### config.mk
export PLATFORM = sky130hd
export DESIGN_NAME = load_store_unit
export DESIGN_NICKNAME = d
export VERILOG_FILES = /design/src/rtl/lsu_pkg.sv /design/src/rtl/load_align_ext.sv /design/src/rtl/load_store_unit.sv
export SDC_FILE = /design/constraint.sdc
export NUM_CORES = 1
export LEC_CHECK = 0
export CAP_MARGIN = 0
export CORE_UTILIZATION = 40
export DETAILED_ROUTE_END_ITERATION = 10
export GPL_TIMING_DRIVEN = 0
export PLACE_DENSITY = 0.78
export SYNTH_ARGS = -nofsm -noshare
export SYNTH_HDL_FRONTEND = slang
export SYNTH_SLANG_ARGS = --single-unit
### constraint.sdc
create_clock -name CLK -period 1.89 [get_ports CLK]
set_clock_uncertainty 0.05 [all_clocks]
set_input_delay 0.189 -clock CLK [delete_from_list [all_inputs] [get_ports CLK]]
set_output_delay 0.189 -clock CLK [all_outputs]
set_load 0.01 [all_outputs]
### src/rtl/lsu_pkg.sv
// ---------------------------------------------------------------------------
// lsu_pkg
// Shared definitions for the load/store unit and its helpers.
// Contents:
//   OP_LOAD / OP_STORE      major opcodes the LSU reacts to
//   F3_B .. F3_HU           access size/sign encodings in FUNCT3
//   lsu_state_t             LSU control FSM states
//   access_ok()             legality + alignment check for one access
//   store_strobe()          byte-enable pattern for a store
//   store_lanes()           store data replicated across byte lanes
// ---------------------------------------------------------------------------
package lsu_pkg;

  localparam logic [6:0] OP_LOAD  = 7'b0000011;
  localparam logic [6:0] OP_STORE = 7'b0100011;

  localparam logic [2:0] F3_B  = 3'b000;
  localparam logic [2:0] F3_H  = 3'b001;
  localparam logic [2:0] F3_W  = 3'b010;
  localparam logic [2:0] F3_BU = 3'b100;
  localparam logic [2:0] F3_HU = 3'b101;

  typedef enum logic [2:0] {
    IDLE,
    REQ,
    WAIT_RESP,
    DONE,
    FAULT_ST
  } lsu_state_t;

  // Returns 1 when the size field is legal for the access kind and the
  // address offset is naturally aligned for that size. Unsigned sizes
  // only exist for loads.
  function automatic logic access_ok(input logic       is_store,
                                     input logic [2:0] f3,
                                     input logic [1:0] off);
    logic ok;
    ok = 1'b0;
    case (f3)
      F3_B:    ok = 1'b1;
      F3_H:    ok = ~off[0];
      F3_W:    ok = (off == 2'b00);
      F3_BU:   ok = ~is_store;
      F3_HU:   ok = ~is_store & ~off[0];
      default: ok = 1'b0;
    endcase
    return ok;
  endfunction

  // Byte enables for a store of the given size at byte offset off.
  function automatic logic [3:0] store_strobe(input logic [2:0] f3,
                                              input logic [1:0] off);
    logic [3:0] strb;
    strb = 4'b0000;
    case (f3)
      F3_B:    strb = 4'b0001 << off;
      F3_H:    strb = 4'b0011 << off;
      F3_W:    strb = 4'b1111;
      default: strb = 4'b0000;
    endcase
    return strb;
  endfunction

  // Replicate the low byte/half across the word so that whichever lane the
  // strobes select already carries the right data.
  function automatic logic [31:0] store_lanes(input logic [2:0]  f3,
                                              input logic [31:0] data);
    logic [31:0] lanes;
    lanes = data;
    case (f3)
      F3_B:    lanes = {4{data[7:0]}};
      F3_H:    lanes = {2{data[15:0]}};
      default: lanes = data;
    endcase
    return lanes;
  endfunction

endpackage

### src/rtl/load_align_ext.sv
// ---------------------------------------------------------------------------
// load_align_ext
// Pure combinational load formatter: picks the addressed byte or halfword
// out of a memory word and sign- or zero-extends it to 32 bits.
// Ports:
//   rdata    in  32  raw memory word
//   off      in   2  byte offset of the access within the word
//   funct3   in   3  access size/sign field
//   ext_data out 32  aligned, extended load value
// ---------------------------------------------------------------------------
module load_align_ext
  import lsu_pkg::*;
(
  input  logic [31:0] rdata,
  input  logic [1:0]  off,
  input  logic [2:0]  funct3,
  output logic [31:0] ext_data
);

  logic [7:0]  byte_sel;
  logic [15:0] half_sel;

  // Lane select: halfwords are always naturally aligned, so only off[1]
  // matters for them.
  always_comb begin
    byte_sel = rdata[7:0];
    case (off)
      2'd0: byte_sel = rdata[7:0];
      2'd1: byte_sel = rdata[15:8];
      2'd2: byte_sel = rdata[23:16];
      2'd3: byte_sel = rdata[31:24];
      default: byte_sel = rdata[7:0];
    endcase
    half_sel = off[1] ? rdata[31:16] : rdata[15:0];
  end

  // Extension according to the size/sign field; full words pass through.
  always_comb begin
    ext_data = rdata;
    case (funct3)
      F3_B:    ext_data = {{24{byte_sel[7]}}, byte_sel};
      F3_BU:   ext_data = {24'h000000, byte_sel};
      F3_H:    ext_data = {{16{half_sel[15]}}, half_sel};
      F3_HU:   ext_data = {16'h0000, half_sel};
      default: ext_data = rdata;
    endcase
  end

endmodule

### src/rtl/load_store_unit.sv
// ---------------------------------------------------------------------------
// load_store_unit
// Takes a load/store from execute, runs the data-memory request/grant/
// response handshake and returns the extended load word. Stores get byte
// strobes and lane-replicated data. The pipeline is held while an access
// is in flight.
// Parameters:
//   TIMEOUT_CYCLES  cycles allowed in WAIT_RESP without read data (1..255)
// Ports:
//   CLK, RST_N               clock, async active-low reset
//   EX_VALID, OPCODE, FUNCT3 instruction from execute
//   ADDR, STORE_DATA         effective address and store value
//   MEM_REQ/WE/ADDR/WSTRB/WDATA  request side of the memory port
//   MEM_GNT/RVALID/RDATA     grant and response side of the memory port
//   MEM_LOAD                 registered, extended load result
//   LSU_DONE, LSU_FAULT      completion pulse, fault pulse (with DONE)
//   LSU_STALL                combinational pipeline hold
// ---------------------------------------------------------------------------
module load_store_unit
  import lsu_pkg::*;
#(
  parameter int TIMEOUT_CYCLES = 255
) (
  input  logic        CLK,
  input  logic        RST_N,
  input  logic        EX_VALID,
  input  logic [6:0]  OPCODE,
  input  logic [2:0]  FUNCT3,
  input  logic [31:0] ADDR,
  input  logic [31:0] STORE_DATA,
  output logic        MEM_REQ,
  output logic        MEM_WE,
  output logic [31:0] MEM_ADDR,
  output logic [3:0]  MEM_WSTRB,
  output logic [31:0] MEM_WDATA,
  input  logic        MEM_GNT,
  input  logic        MEM_RVALID,
  input  logic [31:0] MEM_RDATA,
  output logic [31:0] MEM_LOAD,
  output logic        LSU_DONE,
  output logic        LSU_STALL,
  output logic        LSU_FAULT
);

  // The counter starts at 0 on the first WAIT_RESP cycle, so the last
  // allowed cycle is reached when it equals TIMEOUT_CYCLES-1.
  localparam logic [7:0] TIMEOUT_LAST = 8'(TIMEOUT_CYCLES - 1);

  lsu_state_t  state;
  lsu_state_t  state_next;

  logic        is_mem_op;
  logic        is_store_in;
  logic        accept;
  logic        legal;
  logic        capture;

  logic        is_store_q;
  logic [2:0]  funct3_q;
  logic [1:0]  off_q;
  logic [7:0]  count;
  logic [31:0] load_word;

  assign is_mem_op   = (OPCODE == OP_LOAD) || (OPCODE == OP_STORE);
  assign is_store_in = (OPCODE == OP_STORE);
  assign accept      = (state == IDLE) && EX_VALID && is_mem_op;
  assign legal       = access_ok(is_store_in, FUNCT3, ADDR[1:0]);

  // Read data is taken either together with the grant or later in
  // WAIT_RESP; RVALID anywhere else is stray and ignored.
  assign capture = (!is_store_q && MEM_RVALID) &&
                   (((state == REQ) && MEM_GNT) || (state == WAIT_RESP));

  load_align_ext u_align (
    .rdata    (MEM_RDATA),
    .off      (off_q),
    .funct3   (funct3_q),
    .ext_data (load_word)
  );

  // State register.
  always_ff @(posedge CLK or negedge RST_N) begin
    if (!RST_N) begin
      state <= IDLE;
    end else begin
      state <= state_next;
    end
  end

  // Next-state logic. RVALID wins over the timeout on the final cycle.
  always_comb begin
    state_next = state;
    case (state)
      IDLE: begin
        if (accept) begin
          state_next = legal ? REQ : FAULT_ST;
        end
      end
      REQ: begin
        if (MEM_GNT) begin
          if (is_store_q || MEM_RVALID) begin
            state_next = DONE;
          end else begin
            state_next = WAIT_RESP;
          end
        end
      end
      WAIT_RESP: begin
        if (MEM_RVALID) begin
          state_next = DONE;
        end else if (count == TIMEOUT_LAST) begin
          state_next = FAULT_ST;
        end
      end
      DONE:     state_next = IDLE;
      FAULT_ST: state_next = IDLE;
      default:  state_next = IDLE;
    endcase
  end

  // Output decode. Stall drops in DONE/FAULT_ST so the pipeline advances
  // on the completion cycle.
  always_comb begin
    MEM_REQ   = 1'b0;
    LSU_DONE  = 1'b0;
    LSU_FAULT = 1'b0;
    LSU_STALL = 1'b0;
    case (state)
      IDLE: begin
        LSU_STALL = EX_VALID && is_mem_op;
      end
      REQ: begin
        MEM_REQ   = 1'b1;
        LSU_STALL = 1'b1;
      end
      WAIT_RESP: begin
        LSU_STALL = 1'b1;
      end
      DONE: begin
        LSU_DONE = 1'b1;
      end
      FAULT_ST: begin
        LSU_DONE  = 1'b1;
        LSU_FAULT = 1'b1;
      end
      default: begin
        LSU_STALL = 1'b0;
      end
    endcase
  end

  // Request registers are loaded once at accept and then held, which keeps
  // address/WE/strobes/data stable for the whole REQ phase.
  always_ff @(posedge CLK or negedge RST_N) begin
    if (!RST_N) begin
      is_store_q <= 1'b0;
      funct3_q   <= 3'b000;
      off_q      <= 2'b00;
      MEM_ADDR   <= 32'h0000_0000;
      MEM_WE     <= 1'b0;
      MEM_WSTRB  <= 4'b0000;
      MEM_WDATA  <= 32'h0000_0000;
    end else if (accept) begin
      is_store_q <= is_store_in;
      funct3_q   <= FUNCT3;
      off_q      <= ADDR[1:0];
      MEM_ADDR   <= {ADDR[31:2], 2'b00};
      MEM_WE     <= is_store_in;
      MEM_WSTRB  <= is_store_in ? store_strobe(FUNCT3, ADDR[1:0]) : 4'b0000;
      MEM_WDATA  <= store_lanes(FUNCT3, STORE_DATA);
    end
  end

  // Response timeout counter: zero outside WAIT_RESP, so it is already
  // clear on entry. It leaves WAIT_RESP before it could wrap.
  always_ff @(posedge CLK or negedge RST_N) begin
    if (!RST_N) begin
      count <= 8'd0;
    end else if (state == WAIT_RESP) begin
      count <= count + 8'd1;
    end else begin
      count <= 8'd0;
    end
  end

  // Load result only changes on a capture edge; stores and faults leave it.
  always_ff @(posedge CLK or negedge RST_N) begin
    if (!RST_N) begin
      MEM_LOAD <= 32'h0000_0000;
    end else if (capture) begin
      MEM_LOAD <= load_word;
    end
  end

endmodule

==> impl_metrics.csv <==
group,metric,value,unit
power,vdd_drop_max,0.665,mV
cts,cts_root_buffer,"clkbuf_16",
critical_path,worstSetupEndpointType,"primary output",
routing,antenna_left,0,
floorplanning,fp-row-count,42,
hold_path,holdCritPathClass,"in2reg",
power,switching_power,3320,uW
finish,layoutNonFillerInstCount,1043,
synthesis,synth_seq_cells,115,
grt,grt_max_degree,65,
finish,finalNetCount,966,
floorplanning,dieWidth,119,um
place,place_area,0.00779,sq mm
routing,wl_met3,1.38,mm
critical_path,critical_path.max_fanout,5,
timing,setup_viol,15,
synthesis,synth_top_area_cell,"dfrtp_1",
critical_path,reg2reg_depth,5,
cts,clockBufferDepth,2,
finish,layout-drive-gt1-share,11.5,%
grt,grt_remaining_overflow,0,
synthesis,synth_edf_count,0,
synthesis,netlist.area_leader.share,52.9,%
critical_path,start_kind,"register",
power,netSwitchingFraction,31.0,%
power,p_clk_share,30.5,%
floorplanning,dieArea,0.0141,sq mm
power,p_int,7390,uW
outcome,status,"finished with violations",
floorplanning,start_util,41.1,%
routing,wl,16.6,mm
synthesis,avgSynthCellArea,8.94,sq um
grt,grt_pass1_vias,5292,
synthesis,synthTopCellsByArea,"dfrtp_1 (53%), nand2_1 (14%), mux2i_1 (6.1%)",
timing,grt_setup_unrepaired,"true",
synthesis,ys_seq_area_share,52.9,%
routing,num_vias,5250,
cts,numCtsBuffers,17,
grt,antenna_found_initial,1,
routing,met2_length,8.02,mm
routing,drtPass1Iterations,4,
timing,hold_viol,0,
finish,stdcell_area,0.00869,sq mm
synthesis,yosysWarningCount,0,
routing,highest_layer,"met4",
routing,drt_iter0_drc,219,
place,pre_cts_ws,-1.29,ns
power,finalPower,10700,uW
grt,grt_first_pass_wirelength,27.1,mm
timing,min_period,2.01,ns
floorplanning,core-area,0.0132,sq mm
finish,fillCellCount,1105,
cts,clock_latency,0.41,ns
timing,maxSlewViolCount,0,
critical_path,worstPathRequired,1.65,ns
routing,met1Wirelength,6.78,mm
power,power.density,1230,mW/mm^2
cts,cts.sinks,115,
place,io_buffers,210,
timing,worstMarginPinSlew,0.838,ns
synthesis,synth-async-reset-ratio,100,%
grt,track_usage,24.8,%
place,dp.cells,996,
place,dp_hpwl,11.8,mm
timing,slew-limit-headroom,43.9,%
floorplanning,ios,216,
timing,fmax,498,MHz
routing,vias_per_cell,5.03,
job,drv_cap,0,
outcome,failed_checks,"setup timing",
power,p_comb_share,36.0,%
hold_path,whs_path_depth,3,
timing,finalCritPeriodShare,106,%
power,power_frac_seq,33.5,%
critical_path,critPathArrivalTime,1.77,ns
floorplanning,die_y,119,um
synthesis,synthesis.area,0.00544,sq mm
power,p_leak,0.00399,uW
synthesis,synth_cells,608,
finish,area_growth,59.8,%
critical_path,critPathKind,"reg2out",
cts,clk_pin_slew,0.05,ns
routing,drc,0,
routing,wl_per_cell,15.9,um
timing,finalWorstSetupSlack,-0.116,ns
cts,htreeDepth,4,
finish,finish.utilization,65.6,%
synthesis,synth_cell_types,51,
synthesis,ys.flop_type,"dfrtp_1",
cts,cts_tree,"done",
place,gp_congestion,0.823,
-- cell usage in the layout, fill, tap and decap left out, drive strengths merged, types with 7 or more instances in the layout --
| cell | count |
|---|---|
| nand3 | 18 |
| nor2 | 31 |
| clkdlybuf4s50 | 205 |
| a21oi | 21 |
| buf | 30 |
| mux2i | 33 |
| clkbuf | 50 |
| nor2b | 10 |
| o22ai | 7 |
| dfrtp | 115 |
| nand2 | 203 |
| and3 | 7 |
| o21ai | 55 |
| o211ai | 9 |
-- logic make-up (layout without fill, tap and decap cells) --
kind of cell | after synthesis | count (layout) | synth area share [%]
muxes | 34 | 34 | 6.49
buffers and inverters | 48 | 305 | 3.61
xor gates and xnor gates | 6 | 6 | 0.966
DFF | 115 | 115 | 52.9
and+or+nand+nor | 291 | 291 | 23.4
other | 1 | 3 | 0.0690
AOI/OAI and AO/OA | 111 | 111 | 12.1
adders and majority gates | 2 | 2 | 0.460
-- power by group through the flow --
stage | clock network [uW] | registers [uW] | logic, uW
3_5_place_dp | 0 | 3600 | 3610
6_report | 3270 | 3590 | 3860
3_3_place_gp | 0 | 3580 | 3550
2_1_floorplan | 0 | 3840 | 1340
5_1_grt | 3450 | 3680 | 4220
4_1_cts | 3320 | 3600 | 3670
-- layout make-up --
cell class	instances	area, sq um	share of cell area, %
multi-input combinational	446	2450	28.2
clock buffer	22	474	5.46
tap	176	220	2.53
inverter	7	27.5	0.317
antenna	1	2.50	0.0288
clock inverter	10	130	1.50
timing repair buffer	230	2290	26.3
sequential	115	2880	33.2
buffer	36	214	2.46
-- synth_stat cells, types with 5 or more instances --
cell type,instances
mux2i_1,33
nor2b_1,10
clkbuf_1,34
nand2_1,203
nand3_1,11
nor2_1,31
o211ai_1,6
and3_1,7
inv_1,6
nand3_2,7
a21oi_1,21
o31ai_1,5
dfrtp_1,115
o22ai_1,7
o21ai_0,54
xor2_1,5
-- worst paths after layout --
check                                    startpoint                  endpoint  slack (ns)
max                            state[1]$_DFFE_PN0P_                 LSU_STALL       -0.12
min                                       FUNCT3[2]   funct3_q[2]$_DFFE_PN0P_        0.07
max reg2reg                    off_q[0]$_DFFE_PN0P_  MEM_LOAD[30]$_DFFE_PN0P_       -0.07
min reg2reg                MEM_ADDR[14]$_DFFE_PN0P_  MEM_ADDR[14]$_DFFE_PN0P_        0.41
max in group asynchronous                     RST_N  MEM_ADDR[25]$_DFFE_PN0P_        0.84
min in group asynchronous                     RST_N        count[2]$_DFF_PN0_        0.25
-- layer usage --
metal  track usage (%)  vias up
li1                  -     2544
met1              29.6     2470
met2              40.6      203
met3              8.35       33
met4              10.4        0
met5                 0        -
-- sequential cells by signal (all words and copies together) (netlist names) --
signal      cells
MEM_WSTRB       4
state           3
MEM_ADDR       30
funct3_q        3
MEM_WDATA      32
MEM_LOAD       32
is_store_q      1
count           8
off_q           2
-- per-stage QoR --
stage	setup TNS [ns]	hold slack [ns]
2_1_floorplan	0	-0.157
3_3_place_gp	-509.00	0.398
3_5_place_dp	-55.65	0.123
4_1_cts	-1.03	0.0448
5_1_grt	-1.98	0.0911
6_report	-0.943	0.0660
-- worst max-delay path, cell delays in order, from the launching register on --
cell and delay [ns]:
dfrtp_2 0.44, nor3_4 0.21, nand4_1 0.16, clkbuf_8 0.19
clkbuf_16 0.15, nand3b_1 0.07, buf_2 0.14
-- what timing repair did --
action | CTS | global route
endpoints found under the setup margin | 103 | 90
pin swaps | 3 | 5
gates resized for setup | 38 | 31
endpoints found under the hold margin | 51 | 0
setup buffers | 6 | 12
hold buffers | 1 | 0
(Power assumes the default switching activity.)
